==> src/rtl/mem_access_pkg.sv <==
// rtl/mem_access_pkg.sv - op codes, FSM states and helpers for the memory access stage
package mem_access_pkg;

    localparam logic [1:0] MEM_NONE = 2'b00;
    localparam logic [1:0] MEM_LD   = 2'b01;
    localparam logic [1:0] MEM_ST   = 2'b10;
    localparam logic [1:0] MEM_RSV  = 2'b11;

    typedef enum logic [1:0] {
        IDLE   = 2'b00,
        REQ    = 2'b01,
        WAIT_R = 2'b10,
        DONE   = 2'b11
    } state_t;

    function automatic logic is_mem_op(input logic [1:0] op);
        return (op == MEM_LD) || (op == MEM_ST);
    endfunction

endpackage

==> src/rtl/mem_access.sv <==
// rtl/mem_access.sv - memory access stage: one op in flight, data-memory handshake, writeback pulse
module mem_access
    import mem_access_pkg::*;
#(
    parameter int DATA_W = 32,
    parameter int RD_W   = 5
) (
    input  logic              clk,
    input  logic              rst_n,
    input  logic              in_valid,
    output logic              in_ready,
    input  logic [1:0]        MEM,
    input  logic [DATA_W-1:0] result,
    input  logic [DATA_W-1:0] wdata,
    input  logic [RD_W-1:0]   rd,
    output logic              dmem_req,
    output logic              dmem_we,
    output logic [DATA_W-1:0] dmem_addr,
    output logic [DATA_W-1:0] dmem_wdata,
    input  logic              dmem_gnt,
    input  logic              dmem_rvalid,
    input  logic [DATA_W-1:0] dmem_rdata,
    output logic              wb_valid,
    output logic              wb_we,
    output logic [RD_W-1:0]   wb_rd,
    output logic [DATA_W-1:0] wb_data,
    output logic              misalign
);

    state_t            state, state_nx;
    logic [1:0]        op_q;
    logic [DATA_W-1:0] addr_q;
    logic [DATA_W-1:0] wdata_q;
    logic [DATA_W-1:0] data_q;
    logic [RD_W-1:0]   rd_q;
    logic              mis_q;
    logic              accept;
    logic              mis_in;

    assign accept = in_valid && (state == IDLE);
    assign mis_in = is_mem_op(MEM) && (result[1:0] != 2'b00);

    always_ff @(posedge clk or negedge rst_n) begin
        if (!rst_n) begin
            state   <= IDLE;
            op_q    <= MEM_NONE;
            addr_q  <= '0;
            wdata_q <= '0;
            data_q  <= '0;
            rd_q    <= '0;
            mis_q   <= 1'b0;
        end else begin
            state <= state_nx;
            if (accept) begin
                op_q    <= MEM;
                addr_q  <= result;
                wdata_q <= wdata;
                data_q  <= result;
                rd_q    <= rd;
                mis_q   <= mis_in;
            end
            // data_q doubles as the load return buffer once the address is on the bus
            if ((state == WAIT_R) && dmem_rvalid) begin
                data_q <= dmem_rdata;
            end
        end
    end

    always_comb begin
        state_nx   = state;
        in_ready   = 1'b0;
        dmem_req   = 1'b0;
        dmem_we    = 1'b0;
        dmem_addr  = '0;
        dmem_wdata = '0;
        wb_valid   = 1'b0;
        wb_we      = 1'b0;
        wb_rd      = '0;
        wb_data    = '0;
        misalign   = 1'b0;
        case (state)
            IDLE: begin
                in_ready = 1'b1;
                if (in_valid) begin
                    state_nx = (is_mem_op(MEM) && !mis_in) ? REQ : DONE;
                end
            end
            REQ: begin
                dmem_req   = 1'b1;
                dmem_we    = (op_q == MEM_ST);
                dmem_addr  = addr_q;
                dmem_wdata = wdata_q;
                if (dmem_gnt) begin
                    state_nx = (op_q == MEM_ST) ? DONE : WAIT_R;
                end
            end
            WAIT_R: begin
                if (dmem_rvalid) begin
                    state_nx = DONE;
                end
            end
            DONE: begin
                state_nx = IDLE;
                wb_valid = 1'b1;
                wb_rd    = rd_q;
                wb_data  = data_q;
                misalign = mis_q;
                // only pass-through and completed loads write the register file
                wb_we    = !mis_q && ((op_q == MEM_NONE) || (op_q == MEM_LD));
            end
            default: state_nx = IDLE;
        endcase
    end

endmodule

==> config.mk <==
export PLATFORM = sky130hd
export DESIGN_NAME = mem_access
export DESIGN_NICKNAME = d
export VERILOG_FILES = /design/src/rtl/mem_access_pkg.sv /design/src/rtl/mem_access.sv
export SDC_FILE = /design/constraint.sdc
export NUM_CORES = 1
export LEC_CHECK = 0
export CAP_MARGIN = 10
export CORE_AREA = 2 2 141 129
export CTS_CLUSTER_DIAMETER = 150
export DETAILED_ROUTE_END_ITERATION = 12
export DIE_AREA = 0 0 143 131
export RECOVER_POWER = 50
export SKIP_CTS_REPAIR_TIMING = 1
export SLEW_MARGIN = 10
export SYNTH_ARGS = -nofsm -noshare
export SYNTH_HDL_FRONTEND = slang
export SYNTH_SLANG_ARGS = --single-unit
export TNS_END_PERCENT = 1
==> constraint.sdc <==
create_clock -name clk -period 2.3 [get_ports clk]
set_input_delay 0.23 -clock clk [delete_from_list [all_inputs] [get_ports clk]]
set_output_delay 0.23 -clock clk [all_outputs]
set_load 0.05 [all_outputs]
Word-level counts from Yosys, hierarchy flattened:

Index checks and enable logic that the tools add are counted.

* add/subtract/negate cells: 0
* multiply operators: 0
* div/mod/pow operators: 0
* magnitude comparators: 0
* eq/ne operators: 10
* shift-type cells: 0
* multiplexer cells: 18
* bitwise operators: 0
* reductions and logical operators: 14

Operators by type and width (number)
* $mux 32: 5
* $eq 2x2->1 const B: 4
* $mux 2: 4
* $pmux 2 s4: 1
* $mux 1: 7
* $eq 2x1->1 const B: 3
* $ne 2x2->1 const B: 3
* $logic_and 1x1->1: 5
* $mux 5: 1
* $logic_not 2->1: 2
* $reduce_bool 2->1: 2
* $reduce_and 3->1: 1
* $logic_not 1->1: 2
* $logic_or 1x1->1: 2

* bits in registers: 106
* latch bits: 0
* memory bits (writable): 0
* memory bits (read-only): 0
* bits of input ports: 108
* word-level logic and storage cells: 49
* memories kept: 0

Logic depth before layout (Yosys ltp):

Gate-level depths: netlist (run 1).

* word-level depth: 8
* depth in mapped cells: 7

Least setup slack after synthesis (run 1):

No wires, ideal clock.

* path type: reg2out
* start point: register state[0]
* end point: output wb_we
* arrival: 2342 ps
* path slack: -272 ps
* cell stages (with the launch flop): 4
* path through: dfrtp_1 > ha_1 > clkbuf_1 > nor3b_1

* word-level cells in the longest chain between the ends: 2

Ends and longest elaborated chain
* start, declared: line mem_access.sv:30 `state_t state, state_nx;`
* start signal, assigned: line mem_access.sv:53 `state <= state_nx;`
* $eq 2x2->1: line mem_access.sv:81 `case (state)`
* $mux 1: line mem_access.sv:81
* end, declared: line mem_access.sv:24 `output logic wb_we,`

No other way between the ends.

Final worst setup path (run 1):

* start point: register state[1]
* end point: output dmem_req

* word-level cells in the longest chain between the ends: 2

Ends and longest elaborated chain
* $eq 2x1->1: line mem_access.sv:81
* $mux 1: line mem_access.sv:81
* end, declared: line mem_access.sv:16 `output logic dmem_req,`

No other way between the ends.

==> results of run 1 <==
## placed cells by master, fill, tap and decap left out
cell type / netlist / routed
sky130_fd_sc_hd__or2_2: 1 / 1
sky130_fd_sc_hd__nand2_1: 33 / 33
sky130_fd_sc_hd__inv_1: 4 / 4
sky130_fd_sc_hd__clkinvlp_4: 0 / 2
sky130_fd_sc_hd__dlygate4sd3_1: 0 / 1
sky130_fd_sc_hd__clkbuf_2: 1 / 2
sky130_fd_sc_hd__nand2_4: 0 / 1
sky130_fd_sc_hd__o41a_1: 1 / 1
sky130_fd_sc_hd__and2_2: 0 / 1
sky130_fd_sc_hd__ha_1: 5 / 4
sky130_fd_sc_hd__ha_2: 0 / 1
sky130_fd_sc_hd__mux2_1: 0 / 4
sky130_fd_sc_hd__and2_0: 0 / 8
sky130_fd_sc_hd__mux2_2: 56 / 56
sky130_fd_sc_hd__buf_4: 3 / 6
sky130_fd_sc_hd__mux2i_1: 32 / 32
sky130_fd_sc_hd__nor2b_1: 3 / 3
sky130_fd_sc_hd__o21ai_0: 0 / 16
sky130_fd_sc_hd__clkbuf_1: 14 / 3
sky130_fd_sc_hd__buf_12: 0 / 106
sky130_fd_sc_hd__clkdlybuf4s50_1: 0 / 107
sky130_fd_sc_hd__and2_1: 103 / 94
sky130_fd_sc_hd__a41oi_1: 1 / 1
sky130_fd_sc_hd__mux2_4: 16 / 12
sky130_fd_sc_hd__o21ai_1: 32 / 16
sky130_fd_sc_hd__nor3b_2: 0 / 1
sky130_fd_sc_hd__clkbuf_4: 0 / 1
sky130_fd_sc_hd__nor3_1: 1 / 1
sky130_fd_sc_hd__a22o_1: 1 / 1
sky130_fd_sc_hd__a31oi_1: 1 / 1
sky130_fd_sc_hd__inv_6: 0 / 1
sky130_fd_sc_hd__clkbuf_16: 0 / 9
sky130_fd_sc_hd__bufinv_16: 0 / 1
sky130_fd_sc_hd__nor2_1: 4 / 4
sky130_fd_sc_hd__xor2_1: 1 / 1
sky130_fd_sc_hd__dfrtp_1: 106 / 106
## state kept, by name, indices dropped and copies added, names as in the netlist
signal   count
addr_q      32
data_q      32
mis_q        1
op_q         2
rd_q         5
state        2
wdata_q     32
## cells by family (layout without fill, tap and decap cells)
family,Yosys count,count (layout)
adders and majority gates,5,5
and+or+nand+nor,147,147
muxes,104,104
xor gates and xnor gates,1,1
DFF,106,106
buffers and inverters,33,243
AOI/OAI and AO/OA,36,36
## power by group through the flow
stage	Combinational, mW	Sequential [mW]	Clock, mW
CTS	8.54	3.25	1.59
global placement	8.39	3.23	0
finish	8.30	3.24	1.51
floorplan	4.70	3.13	0
global route	8.75	3.38	1.65
detailed placement	8.53	3.29	0
## routing by layer
layer,track usage,vias to the layer above,routed length [um]
met3,0.05904,18,1156
met2,0.2496,134,6630
li1,-,1852,-
met5,0,-,0
met4,0.04718,0,244
met1,0.1794,1856,5731
## layout make-up
| cell class | instances | share of cell area |
|---|---|---|
| repair buffers | 225 | 0.3716 |
| clock inverters | 4 | 0.006109 |
| clock buffers | 10 | 0.02600 |
| multi-input cells | 293 | 0.2593 |
| inverters | 4 | 0.001705 |
| flip-flops and latches | 106 | 0.3012 |
| well taps | 240 | 0.03410 |
## critical path: stages, from the launching register on
cell and delay [ns]:
sky130_fd_sc_hd__dfrtp_1 0.42, sky130_fd_sc_hd__inv_1 0.12, sky130_fd_sc_hd__ha_1 0.20, sky130_fd_sc_hd__clkdlybuf4s50_1 0.83
## worst max-delay path by stage
stage | startpoint | cells after the start | endpoint
global placement | state[1] | 3 | dmem_req
detailed placement | state[0] | 5 | state[1]
global route | state[0] | 4 | wb_data[6]
CTS | state[1] | 3 | dmem_req
finish | state[1] | 3 | dmem_req
floorplan | state[0] | 3 | wb_we
## metrics by stage
stage	util	hold WS [ns]	cell area (um2)	setup slack (ns)
floorplan	-	-0.06559	5107	0.2206
global placement	0.4945	0.2410	8567	0.5323
detailed placement	0.4945	0.2500	8567	0.4915
CTS	0.5108	-0.1400	8850	0.1071
global route	0.5084	0.4235	8807	0.06707
finish	0.5084	0.4184	8807	0.1615
==> summary.txt, run 1 <==
Yosys
  – Arithmetic-cell share of the synthesized area counting full adders, half adders and majority gates: 0.01226
  – Cell taking the most area after synthesis: sky130_fd_sc_hd__dfrtp_1
  – Seq/Total Area, Yosys: 0.5199
  – Synth Register Bits: about 110
  – Nets in the synthesized netlist: ~550
  – Post-synthesis cell area: 5102 um2
  – Top flip-flop cell by instance count after synthesis: sky130_fd_sc_hd__dfrtp_1
  – Post-synthesis mux area share: 0.2334
  – Main combinational cell family by area after synthesis: multiplexers
  – Synth Warn #: 0
  – Asr flop ratio synth: 1.000
  – Synth top area share: 0.5199
  – Compound-Gate Fraction of Synth Area: 0.03825
  – Cell count after synthesis: between 400 and 500
  – Number of enable-type register cells in the synthesized netlist: 0
  – Top cells by area in the synthesized netlist: sky130_fd_sc_hd__dfrtp_1 (52%), sky130_fd_sc_hd__and2_1 (13%), sky130_fd_sc_hd__mux2_2 (12%), sky130_fd_sc_hd__mux2i_1 (6.3%), sky130_fd_sc_hd__mux2_4 (4.7%)
  – Ranking of synthesized cells by instance count: sky130_fd_sc_hd__dfrtp_1 (106), sky130_fd_sc_hd__and2_1 (103), sky130_fd_sc_hd__mux2_2 (56)
  – Average cell area after synthesis: roughly 12 um2
  – Leading cell type by number of instances after synthesis: sky130_fd_sc_hd__dfrtp_1
  – Xor/xnor share of the synthesized area: 0.001717
  – Count of distinct cell types in the synthesized netlist: 26
  – Area share of and/or/nand/nor cells after synthesis: 0.1621

Min path
  – Hold crit path type: primary input to flop
  – Critical hold path startpoint: dmem_rdata[30]
  – Depth of the worst hold-timing path: 3
  – Min-Delay Endpoint: data_q[30]

Setup path
  – Crit start category: flop
  – Maximum fanout along the worst path: 5
  – Launching point of the worst reg2reg path: state[0]
  – Capturing point of the worst reg2reg path: addr_q[9]
  – Data arrival time of the worst path: 1.91 ns
  – Minimum setup slack among reg-to-reg paths: around 0.24 ns
  – Class of the most critical setup path: flop to output port
  – Cells on worst reg2reg path: 5
  – Critical path data required time: about 2.1 ns
  – Kind of end point of the critical path: output port

Clock network
  – Clock tree from TritonCTS: done
  – Cts bufs inserted: 9
  – Clk root buf: sky130_fd_sc_hd__clkbuf_16
  – Maximum level of the CTS H-tree: 3
  – Insertion delay to the later sink of the worst-skew pair: 0.35 ns
  – Deepest clock path buffer count: 2
  – TritonCTS sink count: between 100 and 150
  – Clock-pin slew reported for the worst setup and hold paths after clock tree synthesis: around 0.07 ns

Die
  – Total Die Area: between 15000 and 20000 um2
  – Row Count: 46
  – Count of pins on the block boundary: 215
  – Die Span Y: between 100 and 150 um
  – Die span in x: about 140 um
  – Core area: 17320 um2
  – Starting Density: 0.2945

Drt
  – Vias after detailed routing: between 3000 and 4000
  – Remaining routing DRC violations: 0
  – Count of antenna-violating nets left after detailed routing: 0
  – Via density per instance: 4.376
  – First-iteration detailed-routing DRC count: 75
  – Detailed-route wire length per cell: between 15 and 20 um
  – Drt pass-1 iters: 4
  – Routed WL: 13760 um

Placed design
  – Final HPWL DP: 10250 um
  – Final GP Congestion: between 0.7 and 0.8
  – Count of buffers from port buffering: 214
  – Number of placed instances with taps included: about 870

Timing
  – Final Skew: slightly below 0.007 ns
  – Highest clock rate: roughly 470 MHz
  – Unrepaired setup endpoints after global routing: no
  – Actual transition at the worst max-transition pin: around 1.0 ns
  – Number of hold-slack violations in the final timing report: 0
  – Post-route clock period utilization: 0.9298
  – Fin crit period: between 2 and 2.5 ns
  – Relative slew slack: 0.3206
  – # setup viols final: 0
  – Fin. max-slew vios: 0
  – Summed negative setup slack over all endpoints: 0 ns

Layout
  – Area taken by multi-input logic gates: ~2300 um2
  – Filler Cells Inserted: approximately 1500
  – Final Non-Filler Cells: 882
  – Final #Nets: between 700 and 800
  – Antenna diode count: 0
  – Sequential cell area in the final layout: 2653 um2
  – Layout area overhead: 72.61%
  – Fraction of final layout cells with drive strength greater than 1: 0.3131

GRT
  – Number of global-route vias before repair: 4108
  – GRT Resource Usage Total: 0.1499
  – First-pass GRT wire length: about 22000 um
  – Number of antenna violations at the first check in global routing: 0
  – Pin count of the biggest net entering global routing: 65
  – GRT overflow: 0

Pwr
  – Part of the power in the clock network: 0.116
  – LEAKAGE: around 3.9 nW
  – NetSw: about 5.4 mW
  – Power Dens Cells: between 1000 and 1500 nW/um2
  – Net switching fraction of the power: 0.4143
  – Maximum vdd ir drop: approximately 0.00065 V
  – Portion of total power attributed to sequential cells: 0.248
  – Combinational share of power: 0.636
  – P_int: between 7 and 8 mW
  – Total power: roughly 13 mW

Outcome
  – Result of the run: finished clean

Run
  – Max-cap violations: 0
No activity file was read; power rests on OpenSTA's default activity.
==> inputs of run 2 (changes only) <==
- PLACE_DENSITY: not set -> 0.61
- REMOVE_ABC_BUFFERS: not set -> 1
- clock period: 2.3 -> 2.2 ns (I/O delays scaled with it)
==> run 2 against run 1 <==
  * Sequential cell count did not move
  * Cell count rose by 0.57%
  * Core utilization rose by 0.50 points
  * Sequential power rose by 5%
  * Register-to-register slack got worse by 0.06 ns
  * Critical path depth rose by 2
  * Combinational power rose by 5.1%
  * Largest power group unchanged
==> summary.txt, run 2 (synthesis gave the netlist of run 1 again) <==
Outcome
  – Result of the run: finished clean

Drt
  – Remaining routing DRC violations: 0 (unchanged)
  – First-iteration detailed-routing DRC count: 119 (+59%)
  – Drt pass-1 iters: 4 (unchanged)
  – Vias after detailed routing: 3903 (+1.1%)
  – Routed WL: 13690 um (-0.56%)
  – Count of antenna-violating nets left after detailed routing: 0 (unchanged)
  – Detailed-route wire length per cell: 15.43 um (-1.1%)
  – Via density per instance: 4.400 (+0.54%)

Timing
  – Highest clock rate: ~500 MHz
  – Number of hold-slack violations in the final timing report: 0 (unchanged)
  – Post-route clock period utilization: 0.9162
  – Summed negative setup slack over all endpoints: 0 ns (unchanged)
  – # setup viols final: 0 (unchanged)
  – Relative slew slack: 0.01272 (-0.3079)
  – Fin. max-slew vios: 0 (unchanged)
  – Actual transition at the worst max-transition pin: 1.481 ns (+0.4618 ns)
  – Final Skew: 0.005697 ns (-0.001211 ns)
  – Unrepaired setup endpoints after global routing: no
  – Fin crit period: 2.016 ns

Setup path
  – Slowest stage cell on the critical path: sky130_fd_sc_hd__dfrtp_1
  – Minimum setup slack among reg-to-reg paths: 0.18 ns (-0.06 ns)
  – Capturing point of the worst reg2reg path: addr_q[2]
  – Max incr delay on CP: 0.43 ns (-0.40 ns)
  – Cell family with the largest share of critical-path delay: buffers and inverters
  – Ordered list of cells on the worst path: inv_1, ha_1, nand2_4, clkbuf_1, mux2_2
  – Data arrival time of the worst path: 2.24 ns (+0.33 ns)
  – Cells on worst reg2reg path: 5 (unchanged)
  – Maximum fanout along the worst path: 19 (+14)
  – Critical path data required time: 2.43 ns (+0.36 ns)
  – Kind of end point of the critical path: flop
  – Launching point of the worst reg2reg path: state[0]
  – Class of the most critical setup path: flop to flop
  – Crit start category: flop
  – CP bufs+invs: 2 (unchanged)

Die
  – Row Count: 46 (unchanged)
  – Core area: 17320 um2 (unchanged)
  – Die Span Y: 131 um (unchanged)
  – Total Die Area: 18730 um2 (unchanged)
  – Count of pins on the block boundary: 215 (unchanged)
  – Die span in x: 143 um (unchanged)
  – Starting Density: 0.2945 (unchanged)

Min path
  – Hold crit path type: primary input to flop
  – Min-Delay Endpoint: data_q[30]
  – Depth of the worst hold-timing path: 3 (unchanged)
  – Critical hold path startpoint: dmem_rdata[30]

GRT
  – Pin count of the biggest net entering global routing: 107 (+65%)
  – GRT Resource Usage Total: 0.1499 (about the same)
  – Number of antenna violations at the first check in global routing: 0 (unchanged)
  – First-pass GRT wire length: 21850 um (+0.28%)
  – Number of global-route vias before repair: 4098 (-0.24%)
  – GRT overflow: 0 (unchanged)

Clock network
  – Deepest clock path buffer count: 2 (unchanged)
  – TritonCTS sink count: 106 (unchanged)
  – Clk root buf: sky130_fd_sc_hd__clkbuf_16
  – Maximum level of the CTS H-tree: 3 (unchanged)
  – Cts bufs inserted: 9 (unchanged)
  – Clock-pin slew reported for the worst setup and hold paths after clock tree synthesis: 0.07 ns (about the same)
  – Clock tree from TritonCTS: done
  – Insertion delay to the later sink of the worst-skew pair: 0.34 ns (about the same)

Run
  – Max-cap violations: 0 (unchanged)

Pwr
  – Maximum vdd ir drop: 0.0007397 V (+15%)
  – LEAKAGE: 3.954 nW (+1.4%)
  – Power Dens Cells: 1560 nW/um2 (+5.3%)

Layout
  – Top Registers: addr_q x32, data_q x32, wdata_q x32
  – Leading cell type in the layout, fill and taps excluded: sky130_fd_sc_hd__buf_12
  – Commonest cells after routing, fill and taps aside: sky130_fd_sc_hd__buf_12 (107), sky130_fd_sc_hd__dfrtp_1 (106), sky130_fd_sc_hd__clkdlybuf4s50_1 (106)
  – Final #Nets: 756 (+0.53%)
  – Final cell utilization of the core: 0.5134 (+0.004983)
  – Final Non-Filler Cells: 887 (+0.57%)
  – Fraction of final layout cells with drive strength greater than 1: 0.3246 (+0.01149)
  – Layout area overhead: 74.30%
  – Antenna diode count: 0 (unchanged)

Placed design
  – Count of buffers from port buffering: 214 (unchanged)
  – Final HPWL DP: 10310 um (+0.54%)
  – Final GP Congestion: 0.7507 (-2.6%)
  – Number of placed instances with taps included: 871 (+0.46%)
[run 2: changes by cell type in the layout (fill, tap and decap cells not counted), sizes merged]
cell	before	now
clkbuf	15	20
buf	112	113
inv	5	4
clkdlybuf4s50	107	106
bufinv	1	2
[run 2: layout make-up]
class,count,area [um2]
multi-input combinational,293,2293
fill,1478,8431
clock inverter,4,75.07
timing repair buffer,229,3304
inverter,4,15.01
clock buffer,11,252.7
tap,240,300.3
sequential,106,2653
[run 2: worst max path at each step]
| stage | cells past startpoint | start | slack (ns) | end |
|---|---|---|---|---|
| final | 5 | state[0] | 0.18 | addr_q[2] |
| after global placement | 5 | state[0] | 0.38 | addr_q[12] |
| after CTS | 3 | state[1] | -0.0003 | dmem_req |
| after global routing | 6 | state[0] | 0.05 | data_q[2] |
| after floorplan | 4 | state[0] | -1.02 | addr_q[0] |
| after detailed placement | 5 | state[0] | 0.28 | addr_q[25] |
[run 2: metrics by stage]
stage,instance area (um2),worst slack (ns),power [mW],hold WS [ns]
2_1_floorplan,4952,-1.023,8.123,-0.07559
3_3_place_gp,8592,0.3751,12.14,0.3388
3_5_place_dp,8592,0.2769,12.34,0.3449
4_1_cts,8920,-0.0002993,14.15,-0.02956
5_1_grt,8894,0.05196,14.62,0.4196
6_report,8894,0.1844,13.88,0.4144
[run 2: tightest hold or removal path, delay by kind of cell]
| family | cells | cell delay, ns |
|---|---|---|
| and+or+nand+nor | 1 | 0.05 |
| AOI/OAI and AO/OA | 1 | 0.05 |
| buffers and inverters | 1 | 0.40 |
[run 2: metal layers]
layer / up-vias / global-route usage / wire (um)
li1: 1852 / - / -
met1: 1912 / 0.1909 / 5926
met2: 127 / 0.2454 / 6545
met3: 12 / 0.04956 / 1052
met4: 0 / 0.04193 / 162
met5: - / 0 / 0
[run 2: power breakdown]
group	leakage [nW]	switching [mW]	internal, mW
Sequential	1.27	0.464	2.94
Combinational	2.53	4.50	4.22
Clock	0.154	0.693	1.05
==> inputs of run 3 (changes only) <==
- CTS_BUF_LIST: not set -> sky130_fd_sc_hd__clkbuf_8
==> run 3 against run 2 <==
  * Die area unchanged
  * Largest power group unchanged
  * Sequential power about the same
  * Power decreased by 2.9%
  * First-iteration DRC count decreased by 13%
  * Highest routed layer unchanged
  * Via count increased by 0.15%
  * Hold slack got worse by 0.043 ns
  * Count of clock-buffer cells in the layout unchanged
  * Routed wire length about the same
  * Critical endpoint is now dmem_addr[28]
  * Clock power decreased by 23%
  * Combinational power about the same
  * Non-clock buffer count unchanged
  * Sequential cell count unchanged
==> summary.txt, run 3 (synthesis gave the netlist of run 1 again) <==
Layout
  – Top Registers: addr_q x32, data_q x32, wdata_q x32
  – Commonest cells after routing, fill and taps aside: sky130_fd_sc_hd__buf_12 (107), sky130_fd_sc_hd__dfrtp_1 (106), sky130_fd_sc_hd__clkdlybuf4s50_1 (106)
  – Fraction of final layout cells with drive strength greater than 1: 0.3246 (unchanged)
  – Filler Cells Inserted: 1489 (+0.74%)
  – Final #Nets: 756 (unchanged)
  – Layout area overhead: 72.31%
  – Leading cell type in the layout, fill and taps excluded: sky130_fd_sc_hd__buf_12
  – Antenna diode count: 0 (unchanged)

Clock network
  – TritonCTS sink count: 106 (unchanged)
  – Clock-pin slew reported for the worst setup and hold paths after clock tree synthesis: 0.10 ns (+0.03 ns)
  – Maximum level of the CTS H-tree: 3 (unchanged)
  – Cts bufs inserted: 9 (unchanged)
  – Clk root buf: sky130_fd_sc_hd__clkbuf_8
  – Insertion delay to the later sink of the worst-skew pair: 0.38 ns (+0.04 ns)
  – Deepest clock path buffer count: 2 (unchanged)
  – Clock tree from TritonCTS: done

Setup path
  – Max incr delay on CP: 0.44 ns (about the same)
  – Cells on worst reg2reg path: 5 (unchanged)
  – Launching point of the worst reg2reg path: state[0]
  – Ordered list of cells on the worst path: inv_1, ha_2, buf_4, and2_1, buf_12
  – Maximum fanout along the worst path: 30 (+11)
  – Kind of end point of the critical path: output port
  – Minimum setup slack among reg-to-reg paths: 0.19 ns (about the same)
  – Critical path data required time: 1.98 ns (-0.45 ns)
  – Cell family with the largest share of critical-path delay: buffers and inverters
  – Class of the most critical setup path: flop to output port
  – CP bufs+invs: 3 (+1)
  – Capturing point of the worst reg2reg path: addr_q[2]
  – Slowest stage cell on the critical path: sky130_fd_sc_hd__dfrtp_1
  – Data arrival time of the worst path: 1.81 ns (-0.43 ns)
  – CP startpoint: state[1]
  – Crit start category: flop

Die
  – Count of pins on the block boundary: 215 (unchanged)
  – Total Die Area: 18730 um2 (unchanged)
  – Die Span Y: 131 um (unchanged)
  – Core area: 17320 um2 (unchanged)
  – Starting Density: 0.2945 (unchanged)
  – Die span in x: 143 um (unchanged)
  – Row Count: 46 (unchanged)

GRT
  – GRT Resource Usage Total: 0.1506 (+0.0007060)
  – Pin count of the biggest net entering global routing: 107 (unchanged)
  – First-pass GRT wire length: 21790 um (-0.25%)
  – Number of antenna violations at the first check in global routing: 0 (unchanged)
  – GRT overflow: 0 (unchanged)
  – Number of global-route vias before repair: 4092 (-0.15%)

Min path
  – Critical hold path startpoint: dmem_rdata[30]
  – Hold crit path type: primary input to flop
  – Min-Delay Endpoint: data_q[30]
  – Depth of the worst hold-timing path: 3 (unchanged)

Timing
  – Relative slew slack: 0.01722 (+0.004493)
  – Actual transition at the worst max-transition pin: 1.474 ns (-0.006740 ns)
  – Final Skew: 0.008314 ns (+0.002617 ns)
  – Fin crit period: 2.031 ns (+0.01534 ns)
  – Unrepaired setup endpoints after global routing: no
  – Highest clock rate: 492.4 MHz (-0.76%)
  – Post-route clock period utilization: 0.9232 (+0.006972)
  – Fin. max-slew vios: 0 (unchanged)
  – Summed negative setup slack over all endpoints: 0 ns (unchanged)
  – Number of hold-slack violations in the final timing report: 0 (unchanged)
  – # setup viols final: 0 (unchanged)

Placed design
  – Final GP Congestion: 0.7507 (unchanged)
  – Count of buffers from port buffering: 214 (unchanged)
  – Final HPWL DP: 10310 um (unchanged)

Pwr
  – Maximum vdd ir drop: 0.0007347 V (-0.68%)
  – Total power: 13.47 mW (-2.9%)
  – LEAKAGE: 3.911 nW (-1.1%)
  – Power Dens Cells: 1532 nW/um2 (-1.8%)

Drt
  – Count of antenna-violating nets left after detailed routing: 0 (unchanged)
  – Drt pass-1 iters: 4 (unchanged)
  – Via density per instance: 4.407 (+0.15%)
  – Vias after detailed routing: 3909 (+0.15%)
  – Routed WL: 13700 um (about the same)
  – Detailed-route wire length per cell: 15.44 um (about the same)
  – First-iteration detailed-routing DRC count: 103 (-13%)
  – Remaining routing DRC violations: 0 (unchanged)

Outcome
  – Result of the run: finished clean

Run
  – Max-cap violations: 0 (unchanged)
[run 3: cell types whose count changed in the layout (fill, tap and decap cells not counted)]
cell | before | now
sky130_fd_sc_hd__o21ai_0 | 13 | 14
sky130_fd_sc_hd__o21ai_1 | 19 | 18
sky130_fd_sc_hd__and2_1 | 86 | 90
sky130_fd_sc_hd__clkbuf_16 | 9 | 0
sky130_fd_sc_hd__and2_0 | 16 | 12
sky130_fd_sc_hd__clkbuf_8 | 2 | 11
[run 3: metal layers]
metal / vias to the layer above / track usage / wire length [um]
met4: 0 / 0.04077 / 112
met1: 1918 / 0.1898 / 5851
li1: 1847 / - / -
met3: 10 / 0.05867 / 1178
met2: 134 / 0.2429 / 6555
met5: - / 0 / 0
[run 3: layout make-up]
cell class	count	area, um2	area share
Clock buffer	11	151.4	0.01722
Multi-Input combinational cell	293	2293	0.2609
Clock inverter	4	75.07	0.008538
Inverter	4	15.01	0.001708
Timing Repair Buffer	229	3304	0.3758
Tap cell	240	300.3	0.03415
Sequential cell	106	2653	0.3017
[run 3: worst max-delay path by stage]
stage | endpoint | slack (ns) | cells past startpoint
2_1_floorplan | addr_q[0] | -1.02 | 4
3_3_place_gp | addr_q[12] | 0.38 | 5
3_5_place_dp | addr_q[25] | 0.28 | 5
4_1_cts | dmem_req | -0.06 | 3
5_1_grt | dmem_addr[28] | 0.02 | 5
6_report | dmem_addr[28] | 0.17 | 5
[run 3: worst min-delay path, stage by stage]
cell and delay, ns:
sky130_fd_sc_hd__clkdlybuf4s50_1 0.40, sky130_fd_sc_hd__nand2_1 0.05, sky130_fd_sc_hd__o21ai_1 0.05
[run 3: power breakdown]
| part | switching [mW] | internal, mW | total, mW |
|---|---|---|---|
| clock | 0.655 | 0.697 | 1.35 |
| combinational | 4.49 | 4.23 | 8.72 |
| sequential | 0.465 | 2.93 | 3.40 |
[run 3: stage by stage]
step	util	hold WS, ns	worst slack (ns)	std cells	cell area (um2)
finish	0.5075	0.3714	0.1690	887	8792
global route	0.5075	0.3559	0.01645	887	8792
CTS	0.5090	-0.08929	-0.06165	886	8818
detailed placement	0.4960	0.3449	0.2769	871	8592
global placement	0.4960	0.3388	0.3751	871	8592
floorplan	-	-0.07559	-1.023	403	4952
